**src/rtl/kmkz_defs.sv**
```systemverilog
// Shared Kamikaze-uRV encodings: rd source select, load funct3 codes and
// writeback FSM states.
package kmkz_defs;

    localparam logic [1:0] RD_SOURCE_ALU     = 2'd0;
    localparam logic [1:0] RD_SOURCE_SHIFTER = 2'd1;
    localparam logic [1:0] RD_SOURCE_MUL     = 2'd2;
    localparam logic [1:0] RD_SOURCE_LOAD    = 2'd3;

    localparam logic [2:0] LDST_B  = 3'b000;
    localparam logic [2:0] LDST_H  = 3'b001;
    localparam logic [2:0] LDST_W  = 3'b010;
    localparam logic [2:0] LDST_BU = 3'b100;
    localparam logic [2:0] LDST_HU = 3'b101;

    typedef enum logic {
        WB_RUN       = 1'b0,
        WB_WAIT_LOAD = 1'b1
    } wb_state_t;

endpackage

```
**src/rtl/urv_load_align.sv**
```systemverilog
// Little-endian load alignment: picks the addressed byte/half of a word and
// sign- or zero-extends it according to the load funct3.
module urv_load_align
    import kmkz_defs::*;
(
    input  logic [31:0] data_i,
    input  logic [2:0]  fun_i,
    input  logic [1:0]  addr_i,
    output logic [31:0] result_o
);

    logic [7:0]  lanes [4];
    logic [7:0]  byte_sel;
    logic [15:0] half_sel;

    for (genvar gi = 0; gi < 4; gi++) begin : g_lane
        assign lanes[gi] = data_i[8*gi +: 8];
    end

    assign byte_sel = lanes[addr_i];
    // addr_i[0] is deliberately ignored for halfword accesses
    assign half_sel = addr_i[1] ? data_i[31:16] : data_i[15:0];

    always_comb begin
        case (fun_i)
            LDST_B:  result_o = {{24{byte_sel[7]}}, byte_sel};
            LDST_BU: result_o = {24'h0, byte_sel};
            LDST_H:  result_o = {{16{half_sel[15]}}, half_sel};
            LDST_HU: result_o = {16'h0, half_sel};
            default: result_o = data_i;
        endcase
    end

endmodule

```
**src/rtl/urv_writeback.sv**
```systemverilog
// W stage of the Kamikaze-uRV core: result select, load alignment with a
// wait-for-load FSM (optional timeout), register-file write and bypass copy.
module urv_writeback
    import kmkz_defs::*;
#(
    parameter int g_with_hw_mul  = 1,
    parameter int g_load_timeout = 0
) (
    input  logic        clk_i,
    input  logic        rst_n_i,
    input  logic        x_valid_i,
    input  logic [4:0]  x_rd_i,
    input  logic        x_rd_write_i,
    input  logic [1:0]  x_rd_source_i,
    input  logic [31:0] x_rd_value_i,
    input  logic [2:0]  x_fun_i,
    input  logic [1:0]  x_dm_addr_i,
    input  logic [31:0] w_shifter_rd_i,
    input  logic [31:0] w_mul_rd_i,
    input  logic [31:0] dm_data_l_i,
    input  logic        dm_load_done_i,
    output logic [4:0]  rf_rd_o,
    output logic [31:0] rf_rd_value_o,
    output logic        rf_rd_write_o,
    output logic        w_stall_req_o,
    output logic [4:0]  w_bypass_rd_o,
    output logic [31:0] w_bypass_rd_value_o,
    output logic        w_bypass_rd_write_o,
    output logic        w_load_fault_o
);

    localparam logic [7:0] c_timeout_last = 8'(g_load_timeout - 1);
    localparam bit         c_timeout_en   = (g_load_timeout != 0);

    wb_state_t   state_q;
    logic [4:0]  rd_q;
    logic        rd_write_q;
    logic [2:0]  fun_q;
    logic [1:0]  addr_q;
    logic [7:0]  cnt_q, cnt_d;
    logic        fault_q;
    logic [4:0]  byp_rd_q;
    logic [31:0] byp_value_q;
    logic        byp_write_q;

    logic        waiting, issue_load, expire, stall_raw, wr_en;
    logic [4:0]  wr_rd;
    logic [31:0] wr_value, load_value, mul_value;

    assign waiting    = (state_q == WB_WAIT_LOAD);
    assign issue_load = x_valid_i && (x_rd_source_i == RD_SOURCE_LOAD);
    assign expire     = c_timeout_en && waiting && !dm_load_done_i && (cnt_q == c_timeout_last);
    assign stall_raw  = waiting ? (!dm_load_done_i && !expire) : (issue_load && !dm_load_done_i);
    assign mul_value  = (g_with_hw_mul != 0) ? w_mul_rd_i : 32'h0;
    assign cnt_d      = cnt_q + 8'd1;

    // While waiting, the captured fields steer alignment: X/W may be frozen but
    // the captured copy is authoritative.
    urv_load_align u_load_align (
        .data_i   (dm_data_l_i),
        .fun_i    (waiting ? fun_q : x_fun_i),
        .addr_i   (waiting ? addr_q : x_dm_addr_i),
        .result_o (load_value)
    );

    always_comb begin
        wr_rd    = x_rd_i;
        wr_en    = 1'b0;
        wr_value = x_rd_value_i;
        if (waiting) begin
            wr_rd    = rd_q;
            wr_en    = rd_write_q && (dm_load_done_i || expire);
            wr_value = dm_load_done_i ? load_value : 32'h0;
        end else begin
            wr_en = x_valid_i && x_rd_write_i && !stall_raw;
            case (x_rd_source_i)
                RD_SOURCE_SHIFTER: wr_value = w_shifter_rd_i;
                RD_SOURCE_MUL:     wr_value = mul_value;
                RD_SOURCE_LOAD:    wr_value = load_value;
                default:           wr_value = x_rd_value_i;
            endcase
        end
    end

    assign rf_rd_o       = wr_rd;
    assign rf_rd_value_o = wr_value;
    assign rf_rd_write_o = rst_n_i && wr_en && (wr_rd != 5'd0);
    assign w_stall_req_o = rst_n_i && stall_raw;

    always_ff @(posedge clk_i or negedge rst_n_i) begin
        if (!rst_n_i) begin
            state_q    <= WB_RUN;
            rd_q       <= '0;
            rd_write_q <= 1'b0;
            fun_q      <= '0;
            addr_q     <= '0;
            cnt_q      <= '0;
            fault_q    <= 1'b0;
        end else begin
            fault_q <= 1'b0;
            case (state_q)
                WB_RUN: begin
                    if (issue_load && !dm_load_done_i) begin
                        state_q    <= WB_WAIT_LOAD;
                        rd_q       <= x_rd_i;
                        rd_write_q <= x_rd_write_i;
                        fun_q      <= x_fun_i;
                        addr_q     <= x_dm_addr_i;
                        cnt_q      <= '0;
                    end
                end
                WB_WAIT_LOAD: begin
                    if (dm_load_done_i) begin
                        state_q <= WB_RUN;
                    end else if (expire) begin
                        state_q <= WB_RUN;
                        fault_q <= 1'b1;
                    end else begin
                        cnt_q <= cnt_d;
                    end
                end
                default: state_q <= WB_RUN;
            endcase
        end
    end

    always_ff @(posedge clk_i or negedge rst_n_i) begin
        if (!rst_n_i) begin
            byp_rd_q    <= '0;
            byp_value_q <= '0;
            byp_write_q <= 1'b0;
        end else begin
            byp_write_q <= rf_rd_write_o;
            if (rf_rd_write_o) begin
                byp_rd_q    <= rf_rd_o;
                byp_value_q <= rf_rd_value_o;
            end
        end
    end

    assign w_bypass_rd_o       = byp_rd_q;
    assign w_bypass_rd_value_o = byp_value_q;
    assign w_bypass_rd_write_o = byp_write_q;
    assign w_load_fault_o      = fault_q;

endmodule

```
**config.mk**
```make
export PLATFORM = sky130hd
export DESIGN_NAME = urv_writeback
export DESIGN_NICKNAME = d
export VERILOG_FILES = /design/src/rtl/kmkz_defs.sv /design/src/rtl/urv_load_align.sv /design/src/rtl/urv_writeback.sv
export SDC_FILE = /design/constraint.sdc
export NUM_CORES = 1
export LEC_CHECK = 0
export CAP_MARGIN = 20
export CELL_PAD_IN_SITES_DETAIL_PLACEMENT = 2
export CELL_PAD_IN_SITES_GLOBAL_PLACEMENT = 2
export CORE_MARGIN = 10
export CORE_UTILIZATION = 24
export DETAILED_ROUTE_END_ITERATION = 6
export GPL_TIMING_DRIVEN = 0
export HOLD_SLACK_MARGIN = 0.06
export PLACE_DENSITY = 0.95
export SYNTH_ARGS = -nofsm -noshare
export SYNTH_HDL_FRONTEND = slang
export SYNTH_HIERARCHICAL = 1
export SYNTH_SLANG_ARGS = --single-unit
```
**constraint.sdc**
```tcl
create_clock -name clk_i -period 5 [get_ports clk_i]
set_input_delay 1 -clock clk_i [delete_from_list [all_inputs] [get_ports clk_i]]
set_output_delay 1 -clock clk_i [all_outputs]
set_load 0.05 [all_outputs]
```
==> flow_summary.json, run 1 <==
{
  "synth_edf_count": 0,
  "io_pins": 223,
  "fin_ws_ns": 0.143,
  "ctsHoldBuffers": 0,
  "ys_types": 41,
  "maxCapViolations": 0,
  "relSlewSlack": 0.563,
  "finalClockSkew_ns": 0.00801,
  "regArea_um2": 1250,
  "overflow": 0,
  "cts-buffers-inserted": 5,
  "wl_um": 22800,
  "cts.sinks": 50,
  "hold_path.class": "reg -> reg",
  "grt_max_degree": 35,
  "antenna_found_initial": 0,
  "power_density_nw_per_um2": 355,
  "grt_pass1_vias": 5331,
  "grt_use_total": 0.199,
  "avgSynthCellArea_um2": 9.51,
  "grt_pass1_wl_um": 34300,
  "rsz0062_at_grt": "false",
  "path_clk_slew_ns": 0.08,
  "initial_core_util": 0.245,
  "htreeDepth": 2,
  "critPathMaxStageDelay_ns": 0.74,
  "cp.required_ns": 4.00,
  "fillCellCount": 1800,
  "vias": 4487,
  "cts.path.max_buffers": 2,
  "route.detailed.drc": 0,
  "portBuffers": 220,
  "cp_common_cell": "clkdlybuf4s50_1",
  "first_iter_violations": 138,
  "crit_slowest_cell": "clkdlybuf4s50_1",
  "avgRoutedWirePerCell_um": 26.1,
  "ys.flop_type": "dfrtp_1",
  "critPathBufInv": 2,
  "avgViaCountPerCell": 5.13,
  "setup_viol_count_final": 0,
  "crit_fanout": 7,
  "ant_nets": 0,
  "worst_pin_slew_ns": 0.656,
  "ys_warn_count": 6,
  "ir_worst_vdd_mv": 0.237,
  "slew_viol_final": 0,
  "drive_above_1_share": 0.154,
  "clkLatencyLatePin_ns": 0.31,
  "rows": 47,
  "synth_seq_cells": 50,
  "cp_cell_sequence": "clkdlybuf4s50_1 -> mux2_2 -> mux4_2 -> nor3b_4 -> o21bai_4 -> nand2_1 -> a22o_1 -> clkdlybuf4s50_1",
  "yosysSeqAreaShare": 0.310,
  "crit_family": "buffers and inverters",
  "p_leak_uw": 0.00291,
  "cts-root-buf": "clkbuf_16",
  "fmax_mhz": 206,
  "core_um2": 16500,
  "post-cts-setup-buffers": 0,
  "post-place-ws_ns": -0.123,
  "fin_cells": 875,
  "ys_top_cells_by_area": "dfrtp_1 (31%), mux2_2 (12%), mux2i_1 (8.9%)",
  "die_h_um": 150,
  "dp_cells": 866,
  "status": "complete, no violations",
  "cts-resized-gates": 10,
  "fin_nets": 798,
  "fp.dieW_um": 150,
  "synth_area_um2": 4040,
  "fin_crit_sh": 0.971,
  "crit_path_start_kind": "input port",
  "synth_top_area_frac": 0.310,
  "post-synth-top-count-cell": "dfrtp_1",
  "synthArstFlopShare": 1.00,
  "p_total_uw": 2380,
  "final_hold_viol_count": 0,
  "yosysTopAreaCell": "dfrtp_1",
  "synth_nets": 570,
  "path_class": "in -> out",
  "hpwl_um": 18600,
  "die_area_um2": 22400,
  "multiInputGateArea_um2": 2590,
  "period_minus_slack_ns": 4.86,
  "arrival_ns": 3.86,
  "syn_to_final_growth_pct": 66.2,
  "hold_ws_ns": 0.512,
  "syn_inst": 425,
  "gp_congestion": 0.844,
  "cp-end-kind": "output port",
  "ys_top_cells_by_count": "dfrtp_1 (50), nand2_1 (45), mux2_2 (44), o21ai_0 (41), nor2_1 (37)",
  "cts_tree": "yes",
  "firstDrtPassIters": 6
}
path summary, 6_finish.rpt:
check,start,cells after the start,endpoint,slack [ns]
min in group asynchronous,rst_n_i,1,w_bypass_rd_value_o[8]$_DFFE_PN0P_,0.70
worst min register to register,fun_q[2]$_DFFE_PN0P_,1,fun_q[2]$_DFFE_PN0P_,0.51
worst max-delay path,x_dm_addr_i[0],8,rf_rd_value_o[28],0.14
worst max register to register,state_q$_DFF_PN0_,9,w_bypass_rd_value_o[29]$_DFFE_PN0P_,1.89
max in group asynchronous,rst_n_i,2,w_bypass_rd_value_o[26]$_DFFE_PN0P_,3.71
worst min-delay path,fun_q[2]$_DFFE_PN0P_,1,fun_q[2]$_DFFE_PN0P_,0.51
state kept, by name (all words and copies together), names as in the netlist:
signal,count
rd_write_q,1
w_bypass_rd_value_o,32
w_bypass_rd_write_o,1
w_bypass_rd_o,5
state_q,1
addr_q,2
fun_q,3
rd_q,5
layout make-up:
cell class	count	area share
repair buffers	221	0.333
flip-flops and latches	50	0.186
multi-input cells	334	0.386
diodes	1	0.000372
inverters	2	0.00112
well taps	220	0.0410
plain buffers	39	0.0302
clock buffers	5	0.0186
clock inverters	3	0.00428
placed cells by master, fill, tap and decap left out, drive strengths merged, types with 2 or more instances in the layout:
cell type      count
clkdlybuf4s50    199
mux2              63
dfrtp             50
nand2             47
o21ai             41
nor2              37
mux2i             36
o2bb2ai           32
a22o              32
clkbuf            28
buf               18
dlymetal6s2s      11
dlygate4sd2        8
a22oi              8
a21oi              7
nor2b              5
nor3               3
clkinv             3
nand2b             2
nand3              2
nand3b             2
or4                2
o211ai             2
nor3b              2
inv                2
o21bai             2
power by group:
group          leakage [uW]  total (uW)  internal [uW]  switching [uW]
Clock             0.0000759         384            192             192
Sequential         0.000614         602            527            75.2
Combinational       0.00222        1400            552             846
cell families (layout without fill, tap and decap cells):
kind of cell	count (synthesis)	in the layout	synth area share
multiplexers	100	100	0.288
AO/OA/AOI/OAI	127	127	0.230
buffers and inverters	41	270	0.0511
other	1	2	0.000928
flip-flops	50	50	0.310
AND/OR/NAND/NOR	106	106	0.121
metal layers:
layer / wire [um] / track usage / vias to the layer above
met5: 0 / 0 / -
met4: 683 / 0.0646 / 0
met3: 1320 / 0.0492 / 39
met2: 11500 / 0.345 / 161
met1: 9370 / 0.235 / 2257
li1: - / - / 2030
through the flow:
step                utilization  instance area [um2]  TNS [ns]
CTS                       0.404                 6680         0
floorplan                     -                 4040         0
detailed placement        0.395                 6540    -0.556
global route              0.406                 6720         0
global placement          0.395                 6520     -2.19
finish                    0.407                 6720         0
No activity file was read; power rests on OpenSTA's default activity.
==> inputs of run 2 (changes only) <==
SETUP_SLACK_MARGIN = 0.02   (was not set)
==> flow_summary.json, run 2 (synthesis results as in run 1) <==
{
  "status": "complete, no violations",
  "cp-end-kind": "output port",
  "route.detailed.drc": 0,
  "drive_above_1_share": 0.156,
  "final_common_cell": "clkdlybuf4s50_1",
  "gp_congestion": 0.844,
  "cts-buffers-inserted": 5,
  "fin_crit_sh": 0.968,
  "final_hold_viol_count": 0,
  "crit_fanout": 7,
  "regArea_um2": 1250,
  "tns_ns": 0,
  "avgViaCountPerCell": 5.13,
  "vias": 4485,
  "clkPwrFrac": 0.162,
  "cp.required_ns": 4.00,
  "hold_depth": 1,
  "fillCellCount": 1804,
  "p_leak_uw": 0.00288,
  "cts.path.max_buffers": 2,
  "grt_use_total": 0.199,
  "relSlewSlack": 0.533,
  "crit_path_start_kind": "input port",
  "portBuffers": 220,
  "cts_tree": "yes",
  "largest_reg_flops": 32,
  "period_minus_slack_ns": 4.84,
  "worst_pin_slew_ns": 0.700,
  "die_h_um": 150,
  "min_from": "fun_q[2]$_DFFE_PN0P_",
  "core_um2": 16500,
  "io_pins": 223,
  "finalClockSkew_ns": 0.00768,
  "power_density_nw_per_um2": 355,
  "p_sw_uw": 1110,
  "arrival_ns": 3.84,
  "grt_pass1_wl_um": 34300,
  "power_frac_seq": 0.253,
  "fin_nets": 798,
  "avgRoutedWirePerCell_um": 26.1,
  "slew_viol_final": 0,
  "min_to": "fun_q[2]$_DFFE_PN0P_",
  "hpwl_um": 18600,
  "first_iter_violations": 135,
  "reg2regPathDepth": 9,
  "fmax_mhz": 207,
  "intPower_uw": 1270,
  "rsz0062_at_grt": "false",
  "antenna_found_initial": 0,
  "hold_path.class": "reg -> reg",
  "grt_max_degree": 35,
  "maxCapViolations": 0,
  "setup_viol_count_final": 0,
  "power_frac_comb": 0.586,
  "r2r_start": "state_q$_DFF_PN0_",
  "r2r-end": "w_bypass_rd_value_o[29]$_DFFE_PN0P_",
  "cts-root-buf": "clkbuf_16",
  "fp.dieW_um": 150,
  "clkLatencyLatePin_ns": 0.31,
  "fin_ws_ns": 0.159,
  "grt_pass1_vias": 5331,
  "wl_um": 22800,
  "htreeDepth": 2,
  "firstDrtPassIters": 4,
  "r2r_slack_ns": 1.90,
  "multiInputGateArea_um2": 2590,
  "ir_worst_vdd_mv": 0.237,
  "ant_nets": 0,
  "path_class": "in -> out",
  "post-place-ws_ns": -0.123,
  "rows": 47,
  "path_clk_slew_ns": 0.08,
  "cts.sinks": 50,
  "overflow": 0,
  "initial_core_util": 0.245,
  "fin_util": 0.406,
  "layout_common_cells": "clkdlybuf4s50_1 (199), dfrtp_1 (50), nand2_1 (45)",
  "hold_ws_ns": 0.512,
  "die_area_um2": 22400,
  "syn_to_final_growth_pct": 65.8,
  "p_sw_frac": 0.467
}
[run 2: critical path: stages]
cell	delay, ns
clkdlybuf4s50_1	0.49
mux2_2	0.19
mux4_2	0.59
nor3b_4	0.20
o21bai_4	0.27
nand2_1	0.11
a22o_1	0.24
clkdlybuf4s50_1	0.73
[run 2: through the flow]
| stage | total power (uW) | area, um2 | instances |
|---|---|---|---|
| 6_report | 2380 | 6700 | 875 |
| 5_1_grt | 2500 | 6700 | 874 |
| 4_1_cts | 2410 | 6680 | 874 |
| 3_5_place_dp | 2020 | 6540 | 866 |
| 3_3_place_gp | 1970 | 6520 | 865 |
| 2_1_floorplan | 1450 | 4040 | 425 |
[run 2: timing repair]
| item | in CTS | in global routing |
|---|---|---|
| setup endpoints to repair | 12 | 24 |
| buffers inserted | 0 | 0 |
| hold buffers | 0 | 0 |
| gates resized for setup | 13 | 17 |
[run 2: how the worst max path moves through the flow]
stage / startpoint / to / slack [ns] / depth (start not counted)
global placement: rst_n_i / rf_rd_write_o / -1.12 / 5
finish: x_dm_addr_i[0] / rf_rd_value_o[28] / 0.16 / 8
CTS: x_dm_addr_i[0] / rf_rd_value_o[25] / 0.02 / 9
floorplan: x_dm_addr_i[0] / rf_rd_value_o[20] / 1.30 / 7
global route: x_dm_addr_i[0] / rf_rd_value_o[28] / 0.03 / 8
detailed placement: x_fun_i[0] / rf_rd_value_o[4] / -0.12 / 10
[run 2: power groups by stage]
stage	clock network, uW	registers (uW)	logic [uW]
floorplan	0	953	497
finish	385	602	1390
detailed placement	0	609	1410
CTS	400	604	1410
global route	421	620	1460
global placement	0	593	1380
[run 2: metal layers]
layer  vias up  track usage  routed length [um]  share of wire
met1      2248        0.235                9280           0.41
li1       2028            -                   -              -
met5         -            0                   0              0
met3        39       0.0492                1380          0.060
met4         0       0.0646                 679          0.030
met2       170        0.345               11500           0.50
[run 2: final cells by class]
cell class / count / share of cell area
Multi-Input combinational cell: 334 / 0.387
Timing Repair Buffer: 221 / 0.331
Antenna cell: 1 / 0.000373
Buffer: 39 / 0.0302
Inverter: 2 / 0.00112
Clock inverter: 3 / 0.00429
Tap cell: 220 / 0.0411
Clock buffer: 5 / 0.0187
Sequential cell: 50 / 0.187
==> inputs of run 3 (changes only) <==
CTS_BUF_LIST = sky130_fd_sc_hd__clkbuf_16   (was not set)
CTS_CLUSTER_SIZE = 25   (was not set)
==> results of run 3 <==
Final layout, timing and power as in run 2 (identical DEF).
